**config.mk**
```make
export PLATFORM = sky130hd
export DESIGN_NAME = mem_arbiter
export DESIGN_NICKNAME = d
export VERILOG_FILES = /design/src/rtl/mem_arbiter_pkg.sv /design/src/rtl/mem_arbiter_sat_counter.sv /design/src/rtl/mem_arbiter.sv
export SDC_FILE = /design/constraint.sdc
export NUM_CORES = 1
export LEC_CHECK = 0
export BUFFER_PORTS_ARGS = -buffer_cell sky130_fd_sc_hd__buf_2
export CELL_PAD_IN_SITES_DETAIL_PLACEMENT = 0
export CELL_PAD_IN_SITES_GLOBAL_PLACEMENT = 2
export CORE_ASPECT_RATIO = 2
export CORE_UTILIZATION = 25
export DETAILED_ROUTE_END_ITERATION = 12
export PLACE_DENSITY_LB_ADDON = 0.12
export RECOVER_POWER = 100
export REMOVE_ABC_BUFFERS = 1
export SLEW_MARGIN = 30
export SYNTH_ARGS = -nofsm -noshare
export SYNTH_HDL_FRONTEND = slang
export SYNTH_HIERARCHICAL = 1
export SYNTH_SLANG_ARGS = --single-unit
```
**constraint.sdc**
```tcl
create_clock -name clk -period 3.3 [get_ports clk]
set_clock_uncertainty 0.05 [all_clocks]
set_input_delay 0.66 -clock clk [delete_from_list [all_inputs] [get_ports clk]]
set_output_delay 0.66 -clock clk [all_outputs]
set_load 0.01 [all_outputs]
```
**src/rtl/mem_arbiter_pkg.sv**
```systemverilog
// ----------------------------------------------------------------------------
// mem_arbiter_pkg
//   Shared definitions for the unified-memory arbiter of the 5-stage MIPS
//   pipeline: arbiter FSM state encoding, grant identifiers and the width of
//   the memory wait-state counter.
//   No ports (package).
// ----------------------------------------------------------------------------
package mem_arbiter_pkg;

  typedef enum logic [1:0] {
    ARB_IDLE = 2'd0,
    ARB_BUSY = 2'd1,
    ARB_DONE = 2'd2
  } arb_state_t;

  localparam logic GNT_IF = 1'b0;
  localparam logic GNT_DM = 1'b1;

  // Wait-state counter covers WAIT_STATES values 0..15
  localparam int WAIT_CNT_WIDTH = 4;

endpackage

```
**src/rtl/mem_arbiter_sat_counter.sv**
```systemverilog
// ----------------------------------------------------------------------------
// sat_counter
//   Saturating up-counter used for the arbiter's optional access statistics.
//   Increments on inc, sticks at all-ones, async-cleared to zero.
// Ports
//   clk    in   1      clock, posedge
//   rst_n  in   1      asynchronous active-low clear
//   inc    in   1      count enable for this cycle
//   cnt    out  WIDTH  current count
// ----------------------------------------------------------------------------
module sat_counter #(
  parameter int WIDTH = 16
) (
  input  logic             clk,
  input  logic             rst_n,
  input  logic             inc,
  output logic [WIDTH-1:0] cnt
);

  always_ff @(posedge clk or negedge rst_n) begin
    if (!rst_n) begin
      cnt <= '0;
    end else if (inc && (cnt != {WIDTH{1'b1}})) begin
      cnt <= cnt + WIDTH'(1);
    end
  end

endmodule

```
**src/rtl/mem_arbiter.sv**
```systemverilog
// ----------------------------------------------------------------------------
// mem_arbiter
//   Shares one single-ported memory between the IF (instruction fetch) port
//   and the DM (data memory) port. One access at a time: IDLE (arbitrate and
//   latch) -> BUSY (WAIT_STATES+1 cycles of mem_cs) -> DONE (one-cycle ack).
//   Conflicts are resolved round-robin against the last granted port.
//   All outputs are registered.
// Configuration macro
//   MEM_ARB_STATS_EN : adds saturating counters stat_if_gnt, stat_dm_gnt and
//                      stat_conflict (CNT_WIDTH bits each).
// Ports
//   clk, rst_n          clock / async active-low reset
//   if_req, if_addr     IF read request (held until if_ack) and address
//   if_ack, if_rdata    IF completion pulse and read data (held until next)
//   dm_ren, dm_wen      DM read / write request (held until dm_ack)
//   dm_addr, dm_wdata   DM address and write data
//   dm_ack, dm_rdata    DM completion pulse and read data
//   mem_cs, mem_we      memory chip select / write enable
//   mem_addr, mem_wdata memory address / write data (frozen at grant)
//   mem_rdata           memory read data, valid in the last BUSY cycle
//   stat_*              statistics counters (MEM_ARB_STATS_EN only)
// ----------------------------------------------------------------------------
module mem_arbiter
  import mem_arbiter_pkg::*;
#(
  parameter int ADDR_WIDTH  = 32,
  parameter int DATA_WIDTH  = 32,
  parameter int WAIT_STATES = 1,
  parameter int CNT_WIDTH   = 16
) (
  input  logic                  clk,
  input  logic                  rst_n,
  input  logic                  if_req,
  input  logic [ADDR_WIDTH-1:0] if_addr,
  output logic                  if_ack,
  output logic [DATA_WIDTH-1:0] if_rdata,
  input  logic                  dm_ren,
  input  logic                  dm_wen,
  input  logic [ADDR_WIDTH-1:0] dm_addr,
  input  logic [DATA_WIDTH-1:0] dm_wdata,
  output logic                  dm_ack,
  output logic [DATA_WIDTH-1:0] dm_rdata,
  output logic                  mem_cs,
  output logic                  mem_we,
  output logic [ADDR_WIDTH-1:0] mem_addr,
  output logic [DATA_WIDTH-1:0] mem_wdata,
  input  logic [DATA_WIDTH-1:0] mem_rdata
`ifdef MEM_ARB_STATS_EN
  ,
  output logic [CNT_WIDTH-1:0]  stat_if_gnt,
  output logic [CNT_WIDTH-1:0]  stat_dm_gnt,
  output logic [CNT_WIDTH-1:0]  stat_conflict
`endif
);

  localparam logic [WAIT_CNT_WIDTH-1:0] WAIT_LAST = WAIT_CNT_WIDTH'(WAIT_STATES);

  arb_state_t                state, state_next;
  logic                      last_gnt, last_gnt_next;
  logic                      gnt, gnt_next;
  logic [WAIT_CNT_WIDTH-1:0] wait_cnt, wait_next;
  logic                      cs_next, we_next;
  logic                      if_ack_next, dm_ack_next;
  logic                      dm_req, conflict, winner;
  logic                      grant, capture;

  assign dm_req   = dm_ren | dm_wen;
  assign conflict = if_req & dm_req;

  // Round-robin: on a conflict the port that did not win last time goes first
  always_comb begin
    winner = GNT_IF;
    if (conflict) begin
      winner = (last_gnt == GNT_DM) ? GNT_IF : GNT_DM;
    end else if (dm_req) begin
      winner = GNT_DM;
    end
  end

  // Next-state and next-output logic; outputs are registered below so every
  // port changes only on a clock edge (or on async reset).
  always_comb begin
    state_next    = state;
    last_gnt_next = last_gnt;
    gnt_next      = gnt;
    wait_next     = wait_cnt;
    cs_next       = 1'b0;
    we_next       = 1'b0;
    if_ack_next   = 1'b0;
    dm_ack_next   = 1'b0;
    grant         = 1'b0;
    capture       = 1'b0;
    unique case (state)
      ARB_IDLE: begin
        if (if_req || dm_req) begin
          grant         = 1'b1;
          gnt_next      = winner;
          last_gnt_next = winner;
          wait_next     = '0;
          cs_next       = 1'b1;
          // A DM request with both ren and wen is treated as a write
          we_next       = (winner == GNT_DM) && dm_wen;
          state_next    = ARB_BUSY;
        end
      end
      ARB_BUSY: begin
        if (wait_cnt == WAIT_LAST) begin
          capture    = !mem_we;
          state_next = ARB_DONE;
          if (gnt == GNT_IF) begin
            if_ack_next = 1'b1;
          end else begin
            dm_ack_next = 1'b1;
          end
        end else begin
          cs_next   = 1'b1;
          we_next   = mem_we;
          wait_next = wait_cnt + WAIT_CNT_WIDTH'(1);
        end
      end
      ARB_DONE: begin
        state_next = ARB_IDLE;
      end
      default: begin
        state_next = ARB_IDLE;
      end
    endcase
  end

  always_ff @(posedge clk or negedge rst_n) begin
    if (!rst_n) begin
      state    <= ARB_IDLE;
      last_gnt <= GNT_DM;
      gnt      <= GNT_IF;
      wait_cnt <= '0;
      mem_cs   <= 1'b0;
      mem_we   <= 1'b0;
      if_ack   <= 1'b0;
      dm_ack   <= 1'b0;
    end else begin
      state    <= state_next;
      last_gnt <= last_gnt_next;
      gnt      <= gnt_next;
      wait_cnt <= wait_next;
      mem_cs   <= cs_next;
      mem_we   <= we_next;
      if_ack   <= if_ack_next;
      dm_ack   <= dm_ack_next;
    end
  end

  // Address/data are frozen at grant; read data lands only in the grantee's
  // register, so writes and the other port's reads leave it untouched.
  always_ff @(posedge clk or negedge rst_n) begin
    if (!rst_n) begin
      mem_addr  <= '0;
      mem_wdata <= '0;
      if_rdata  <= '0;
      dm_rdata  <= '0;
    end else begin
      if (grant) begin
        mem_addr <= (winner == GNT_DM) ? dm_addr : if_addr;
        if (winner == GNT_DM) begin
          mem_wdata <= dm_wdata;
        end
      end
      if (capture) begin
        if (gnt == GNT_IF) begin
          if_rdata <= mem_rdata;
        end else begin
          dm_rdata <= mem_rdata;
        end
      end
    end
  end

`ifdef MEM_ARB_STATS_EN
  logic is_idle;
  assign is_idle = (state == ARB_IDLE);

  sat_counter #(.WIDTH(CNT_WIDTH)) u_if_gnt_cnt (
    .clk   (clk),
    .rst_n (rst_n),
    .inc   (grant && (winner == GNT_IF)),
    .cnt   (stat_if_gnt)
  );

  sat_counter #(.WIDTH(CNT_WIDTH)) u_dm_gnt_cnt (
    .clk   (clk),
    .rst_n (rst_n),
    .inc   (grant && (winner == GNT_DM)),
    .cnt   (stat_dm_gnt)
  );

  sat_counter #(.WIDTH(CNT_WIDTH)) u_conflict_cnt (
    .clk   (clk),
    .rst_n (rst_n),
    .inc   (is_idle && conflict),
    .cnt   (stat_conflict)
  );
`else
  // Keeps the statistics width referenced in builds without the counters
  logic unused_cnt_width;
  assign unused_cnt_width = (CNT_WIDTH > 0);
`endif

endmodule

```
# Yosys cells after proc, flatten, opt, wreduce, memory -nomap -nowiden
# Index checks and enable logic that the tools add are counted.
[word_totals] register_bits=140 latchBits=0 ramBits=0 rom_bits=0 inputBits=133 wordCells=57 n_memories=0
[classes] add_sub_neg=1 n_mul=0 n_div=0 order_cmp=0 eq_ne=5 shifts=0 mux=25 bitwise=3 reduce_logical=11
[ops] op="2-to-1 mux 32 bit" count=1
[ops] op="2-to-1 mux 1 bit" count=16
[ops] op="AND reduction 2 bit" count=5
[ops] op="2-to-1 mux 4 bit" count=2
[ops] op="one-hot mux 4 bit (2 select lines)" count=1
[ops] op="inequality test 2 bit, second input constant" count=3
[ops] op="adder 4 x 1 -> 4 bit, second input constant" count=1
[ops] op="equality test 4 x 1 -> 1 bit, second input constant" count=1
[ops] op="2-to-1 mux 2 bit" count=2
[ops] op="one-hot mux 1 bit (2 select lines)" count=2
[ops] op="one-hot mux 2 bit (2 select lines)" count=1
[ops] op="AND reduction 3 bit" count=1
[ops] op="equality test 2 x 1 -> 1 bit, second input constant" count=1
[ops] op="zero test 2 bit" count=1
[ops] op="nonzero test 2 bit" count=1
[ops] op="AND 1 bit" count=1
[ops] op="logical AND 1 bit" count=1
[ops] op="zero test 1 bit" count=1
[ops] op="logical OR 1 bit" count=1
[ops] op="inverter 1 bit" count=1
[ops] op="OR 1 bit" count=1

# Logic depth before layout (Yosys ltp)
# Gate-level depths: netlist (run 1).
[depth] ltp_word=6 ltp_mapped=7

# Worst setup path before layout (run 1)
# Ideal clock, no wire load.
[synth_timing] path_type="register to register" start="register wait_cnt[1]" end="register dm_rdata[0]" setup_time_ps=125 t_arrival_ps=2001 required_ps=3125 path_slack_ps=1124 stages_incl_launch_ff=8 n_path_buf=2 synth_period_minus_slack_ps=2176 path_cell_list="dfrtp_1 > inv_1 > ha_1 > or3b_4 > or4b_4 > buf_6 > buf_12 > mux2_4"
[synth_between] elab_chain_cells=4
[synth_rtl] item="start, declared" line_no="mem_arbiter.sv:61" rtl="logic [WAIT_CNT_WIDTH-1:0] wait_cnt, wait_next;"
[synth_rtl] item="start signal, assigned" line_no="mem_arbiter.sv:144" rtl="wait_cnt <= wait_next;"
[synth_rtl] item="equality test 4 x 1 -> 1 bit" line_no="mem_arbiter.sv:107" rtl="if (wait_cnt == WAIT_LAST) begin"
[synth_rtl] item="2-to-1 mux 1 bit" line_no="mem_arbiter.sv:107"
[synth_rtl] item="2-to-1 mux 1 bit" line_no="mem_arbiter.sv:93" rtl="unique case (state)"
[synth_rtl] item="AND reduction 2 bit (no line)"
[synth_rtl] item="end signal, assigned" line_no="mem_arbiter.sv:171" rtl="dm_rdata <= mem_rdata;"
[synth_rtl] item="end, declared" line_no="mem_arbiter.sv:42" rtl="output logic [DATA_WIDTH-1:0] dm_rdata,"
# No other way between the ends.
# A chain may end at the register's enable or synchronous reset.

# Worst setup path in the final report (run 1)
[layout_timing] start="register wait_cnt[1]" end="register if_rdata[5]"
[layout_between] elab_chain_cells=4
[layout_rtl] item="equality test 4 x 1 -> 1 bit" line_no="mem_arbiter.sv:107"
[layout_rtl] item="2-to-1 mux 1 bit" line_no="mem_arbiter.sv:107"
[layout_rtl] item="2-to-1 mux 1 bit" line_no="mem_arbiter.sv:93"
[layout_rtl] item="AND reduction 2 bit (no line)"
[layout_rtl] item="end signal, assigned" line_no="mem_arbiter.sv:169" rtl="if_rdata <= mem_rdata;"
[layout_rtl] item="end, declared" line_no="mem_arbiter.sv:36" rtl="output logic [DATA_WIDTH-1:0] if_rdata,"
# No other way between the ends.

==> qor.yml, run 1 <==
run_status: "finished with violations"
violations: "capacitance limit, slew limit"
finalCriticalPeriod_ps: 2610
vias: 4109
yosysTopAreaCell: "dfrtp_1"
numCtsBuffers: 17
clk_pin_slew_ps: 60
setup_tns_ps: 0
hold_class: "in -> reg"
finalWeightedCongestion: 0.688
netlist_instances: 393
post_cts_buffers: 0
wl_per_cell_um: 16.7
powerDensity_nw_per_um2: 1030
peakVddDrop_mv: 0.434
grt_max_degree: 77
yosysWarningCount: 6
start_util_pct: 25.5
ctsResizeCount: 0
critical_path_required_ps: 3560
crit_fanout: 32
grt.overflow.total: 0
synth_top_area_share_pct: 60.2
netlist_area_um2: 5780
crit_path_start: "wait_cnt[1]$_DFFE_PN0P_"
syn_area_per_cell_um2: 14.7
final_common_cell: "dfrtp_1"
die_w_um: 109
ys_seq_elements: 140
place_area_um2: 7340
vias_per_cell: 4.33
h-tree-depth: 4
final_nets: 790
tritoncts_num_sinks: 140
max-cap-violations: 1
finalPower_uw: 7900
numPortBuffers: 264
synthTopCellsByArea: "dfrtp_1 (60%), mux2_2 (12%), mux2_4 (7.8%)"
finalHoldViolCount: 0
dieHeight_um: 217
critPathKind: "reg -> reg"
cts_root_buf: "clkbuf_16"
coreArea_um2: 22600
worstSetupStartpointType: "flip-flop"
worstPathArrival_ps: 2870
die_area_um2: 23800
timing.rr.start: "wait_cnt[1]$_DFFE_PN0P_"
ant_nets: 0
antenna_found_initial: 0
worst_pin_slew_ps: 2020
most-common-layout-cells: "dfrtp_1 (139), clkbuf_1 (132), buf_2 (131), o21ai_0 (65), mux2_2 (64)"
antennaDiodeCount: 0
placementRows: 78
drt_iter0_drc: 135
layout-drive-gt1-share_pct: 35.8
slew_viol_final: 76
ys_types: 33
slew_headroom_pct: -34.5
yosysSeqAreaShare_pct: 60.7
area_delta_synth_final_pct: 32.8
setup-violations-final: 0
clock_latency_ps: 430
wirelength_um: 15800
fill_cells: 2373
power.leakage_uw: 0.00345
dpl.hpwl_um: 11500
io_pins: 265
clockBufferDepth: 2
final_core_util_pct: 33.9
rsz0062_at_grt: "false"
grt_pass1_wl_um: 24200
drc: 0
cts_tree: "yes"
cts_hold_buf: 0
holdWs_ps: 408
grt_pass1_vias: 4394
dr.pass1.iters: 4
hp-start: "mem_rdata[22]"
stdcell_area_um2: 7670
grt_usage_pct: 13.9
min_period_over_period_pct: 79.1
worst_setup_path_end_kind: "flip-flop"
timing.fmax_mhz: 383
-- kinds of logic after synthesis --
logic type	synth area share (%)
AO/OA/AOI/OAI	7.21
adder cells (fa/ha/maj)	0.433
buffers and inverters	3.31
flip-flops	60.7
multiplexers	26.6
AND/OR/NAND/NOR	1.78
-- stage by stage --
step           setup WS [ps]  cells
6_report                 690    948
5_1_grt                  507    948
4_1_cts                  902    948
3_5_place_dp             908    916
3_3_place_gp             918    916
2_1_floorplan            345    366
-- flip-flops by register name (all words and copies together) (netlist names) --
register	count
if_rdata	32
last_gnt	1
dm_rdata	32
mem_we	1
gnt	1
if_ack	1
dm_ack	1
wait_cnt	4
mem_cs	1
state	2
mem_addr	32
mem_wdata	32
-- worst paths after layout --
| path | cells after the start | to | slack [ps] |
|---|---|---|---|
| max in group asynchronous | 1 | wait_cnt[2]$_DFFE_PN0P_ | 1250 |
| min in group asynchronous | 1 | dm_rdata[31]$_DFFE_PN0P_ | 730 |
| hold / removal | 2 | dm_rdata[22]$_DFFE_PN0P_ | 410 |
| hold reg to reg | 1 | if_rdata[7]$_DFFE_PN0P_ | 440 |
| setup / recovery | 6 | if_rdata[5]$_DFFE_PN0P_ | 690 |
| setup reg to reg | 6 | if_rdata[5]$_DFFE_PN0P_ | 690 |
-- cell usage after synthesis --
cell and instances:
nor3b_1 1, a22o_1 1, and2_1 1, o41ai_1 1
nor2_1 4, a21o_1 2, o22ai_1 2, inv_1 2
buf_6 4, or3_1 1, o221ai_1 1, dfrtp_1 139
mux2i_1 32, buf_2 3, nand3_1 1, mux2_2 64
a211oi_1 1, ha_1 2, dfstp_2 1, clkbuf_1 17
o21a_1 1, or2b_1 1, mux2_1 4, or4_1 1
mux2_4 30, o21ai_0 65, buf_12 3, or3b_4 1
a21boi_0 1, or2_2 2, a2bb2oi_2 1, or4b_4 1
nor3_1 2
-- report_power, final --
group          switching, µW  internal (µW)  total [µW]
combinational           1600           1220        2820
sequential               443           2600        3040
clock                    775           1260        2040
total                   2810           5080        7900
-- critical path: stages (launching register included) --
cell	delay, ps
dfrtp_1	410
inv_1	70
ha_1	130
or3b_1	390
or4_1	400
clkbuf_2	530
mux2_1	500
-- final cells by class --
class | count | area, µm² | share of cell area [%]
flip-flops and latches | 140 | 3500 | 45.7
multi-input cells | 224 | 1980 | 25.8
clock inverters | 15 | 195 | 2.54
repair buffers | 270 | 1210 | 15.8
clock buffers | 17 | 425 | 5.54
inverters | 2 | 7.51 | 0.0978
well taps | 280 | 350 | 4.57
-- per-layer routing --
layer / GRT usage, % / part of all wire, % / wire length [µm] / up-vias
li1: - / - / - / 1940
met1: 13.5 / 35 / 5520 / 2007
met2: 26.0 / 57 / 8960 / 150
met3: 5.12 / 6.8 / 1080 / 12
met4: 4.93 / 1.6 / 247 / 0
met5: 0 / 0 / 0 / -
(Power assumes the default switching activity.)
==> run 2: changes to the inputs <==
ABC_AREA = 1   (was not set)
CORE_UTILIZATION = 23   (was 25)
clock period = 2.31 ns   (was 3.3 ns; I/O delays follow)
==> run 2 against run 1 <==
Worst hold slack lost 230 ps. Area after synthesis grew 3.3%. Design area grew 5.1%. Cell count grew 40%. Combinational power rose by 64%. Largest cell class unchanged. The run now ends clean. Global-route usage up 1.8 points.
==> qor.yml, run 2 <==
run_status: "finished clean"
yosys-top-cells-count: "nand2_1 (434), dfrtp_1 (139), nand3_1 (68)"
slew_headroom_pct: 26.9  # +61 points
max_stage_delay_ps: 610  # +80 ps
area_delta_synth_final_pct: 35.1
cts_root_buf: "clkbuf_16"
post_cts_buffers: 0  # unchanged
finalHoldViolCount: 0  # unchanged
netlist_instances: 717  # +82%
drc: 0  # unchanged
synthFlopType: "dfrtp_1"
dpl.cell_count: 1297  # +42%
place_area_um2: 7590  # +3.4%
io_pins: 265  # unchanged
grt_usage_pct: 15.7  # +1.8 points
met3_length_um: 1010  # -6.4%
hold_class: "in -> reg"
ys_seq_elements: 140  # unchanged
holdWs_ps: 176  # -232 ps
wl_per_cell_um: 15.0  # -10%
finalCriticalPeriod_ps: 2020  # -586 ps
met2_length_um: 10900  # +21%
vias: 5473  # +33%
synth.most_common_cell: "nand2_1"
dr.pass1.iters: 4  # unchanged
setup_slack_ps: 286  # -404 ps
finalWeightedCongestion: 0.737  # +7.2%
worstPathArrival_ps: 2240  # -630 ps
ys_types: 18  # -45%
max-cap-violations: 0  # -1
grt_pass1_vias: 5565  # +27%
stdcell_area_um2: 8070  # +5.1%
coreArea_um2: 25500  # +13%
h-tree-depth: 4  # unchanged
slew_viol_final: 0  # -100%
yosysTopAreaCell: "dfrtp_1"
tritoncts_num_sinks: 140  # unchanged
synth_edf_count: 0  # unchanged
cts_tree: "yes"
synth_xor_area_share_pct: 0  # unchanged
netlist_area_um2: 5970  # +3.3%
critical_path_required_ps: 2520  # -1040 ps
numPortBuffers: 264  # unchanged
synth-async-reset-ratio_pct: 100  # unchanged
highest_layer: "met4"
min_period_over_period_pct: 87.6  # +8.5 points
powerDensity_nw_per_um2: 1480  # +44%
ant_nets: 0  # unchanged
synthTopCellsByArea: "dfrtp_1 (58%), nand2_1 (27%), nand3_1 (5.7%)"
rsz0062_at_grt: "false"
antenna_found_initial: 1  # +1
clock_latency_ps: 430  # about the same
crit_path_cell_trace: "nand2_1 > o21ai_4 > inv_2 > nand2_2 > clkbuf_2 > o21ai_0"
vias_per_cell: 4.11  # -5.1%
die_area_um2: 26600  # +12%
layout-drive-gt1-share_pct: 19.0  # -17 points
grt_max_degree: 65  # -16%
dp_slack_ps: 290  # -619 ps
placementRows: 83  # +6.4%
die_w_um: 116  # +5.9%
yosysWarningCount: 6  # unchanged
numCtsBuffers: 17  # unchanged
grt_pass1_wl_um: 30800  # +27%
clk_pin_slew_ps: 60  # about the same
synth_top_area_share_pct: 58.3  # -1.9 points
timing.fmax_mhz: 494  # +29%
final_core_util_pct: 31.6  # -2.3 points
ctsResizeCount: 0  # unchanged
dpl.hpwl_um: 14100  # +23%
start_util_pct: 23.4  # -2.1 points
power.leakage_uw: 0.00430  # +25%
most-common-layout-cells: "nand2_1 (434), dfrtp_1 (139), clkbuf_1 (134), buf_2 (132), nand3_1 (68)"
synth-simple-area-share_pct: 34.8  # +33 points
m1WireLength_um: 7490  # +36%
worstSetupStartpointType: "flip-flop"
synth_top_family_by_area: "simple AND/OR/NAND/NOR gates"
clockBufferDepth: 2  # unchanged
slowest_stage: "clkbuf_2"
drt_iter0_drc: 235  # +74%
yosysSeqAreaShare_pct: 58.7  # -2.0 points
syn_area_per_cell_um2: 8.33  # -43%
wirelength_um: 20000  # +26%
dieHeight_um: 230  # +5.9%
grt.overflow.total: 0  # unchanged
peakVddDrop_mv: 0.532  # +23%
critPathKind: "reg -> reg"
final_common_cell: "nand2_1"
crit_fanout: 34  # +6.3%
synthMuxAreaShare_pct: 0  # -27 points
setup-violations-final: 0  # unchanged
synthAdderAreaFrac_pct: 0.419  # -0.014 points
final_nets: 1112  # +41%
worst_setup_path_end_kind: "flip-flop"
fin_cells: 1331  # +40%
worst_pin_slew_ps: 1100  # -920 ps
synth-compound-area-share_pct: 0.776  # -6.4 points
-- run 2: routing by layer --
| metal | global-route usage [%] | up-vias |
|---|---|---|
| li1 | - | 2741 |
| met1 | 16.1 | 2528 |
| met2 | 28.9 | 175 |
| met3 | 3.16 | 29 |
| met4 | 8.53 | 0 |
| met5 | 0 | - |
-- run 2: cell families after synthesis --
group | after synthesis
compound gates | 7
fa+ha+maj | 2
buf+inv | 50
flops | 140
simple gates | 518
-- run 2: path summary, 6_finish.rpt --
check	slack [ps]	from	endpoint	depth (start not counted)
min in group asynchronous	420	rst_n	if_rdata[19]$_DFFE_PN0P_	2
max in group asynchronous	420	rst_n	mem_wdata[11]$_DFFE_PN0P_	3
worst max-delay path	290	last_gnt$_DFFE_PN1N_	gnt$_DFFE_PN0N_	6
worst min register to register	420	dm_rdata[14]$_DFFE_PN0P_	dm_rdata[14]$_DFFE_PN0P_	2
worst min-delay path	180	dm_wdata[0]	mem_wdata[0]$_DFFE_PN0P_	3
worst max register to register	290	last_gnt$_DFFE_PN1N_	gnt$_DFFE_PN0N_	6
-- run 2: repair_timing --
item                                    4_1_cts  5_1_grt
hold buffers                                  1        0
endpoints found under the setup margin        0        0
endpoints found under the hold margin        24        0
-- run 2: cell type report --
| cell class | instances | area, µm² |
|---|---|---|
| timing repair buffer | 279 | 1290 |
| sequential | 140 | 3500 |
| fill | 2924 | 17500 |
| clock inverter | 9 | 159 |
| tap | 340 | 425 |
| antenna | 1 | 2.50 |
| multi-input combinational | 527 | 2150 |
| inverter | 12 | 45.0 |
| clock buffer | 23 | 488 |
-- run 2: metrics by stage --
step                      setup TNS [ps]  total power, µW
after global routing                   0            13000
after detailed placement               0             9440
after floorplan                     -456             6950
after global placement                 0             9430
after CTS                              0            12500
final                                  0            11900
-- run 2: worst max-delay path, delay by kind of cell (launching register included) --
| family | cells | cell delay (ps) |
|---|---|---|
| buffers and inverters | 2 | 750 |
| DFF | 1 | 550 |
| AOI/OAI and AO/OA | 2 | 320 |
| and+or+nand+nor | 2 | 180 |
-- run 2: where the power goes --
| group | switching, µW | internal, µW |
|---|---|---|
| clock network | 1070 | 1920 |
| registers | 656 | 3680 |
| logic | 3210 | 1410 |
| total | 4940 | 7010 |
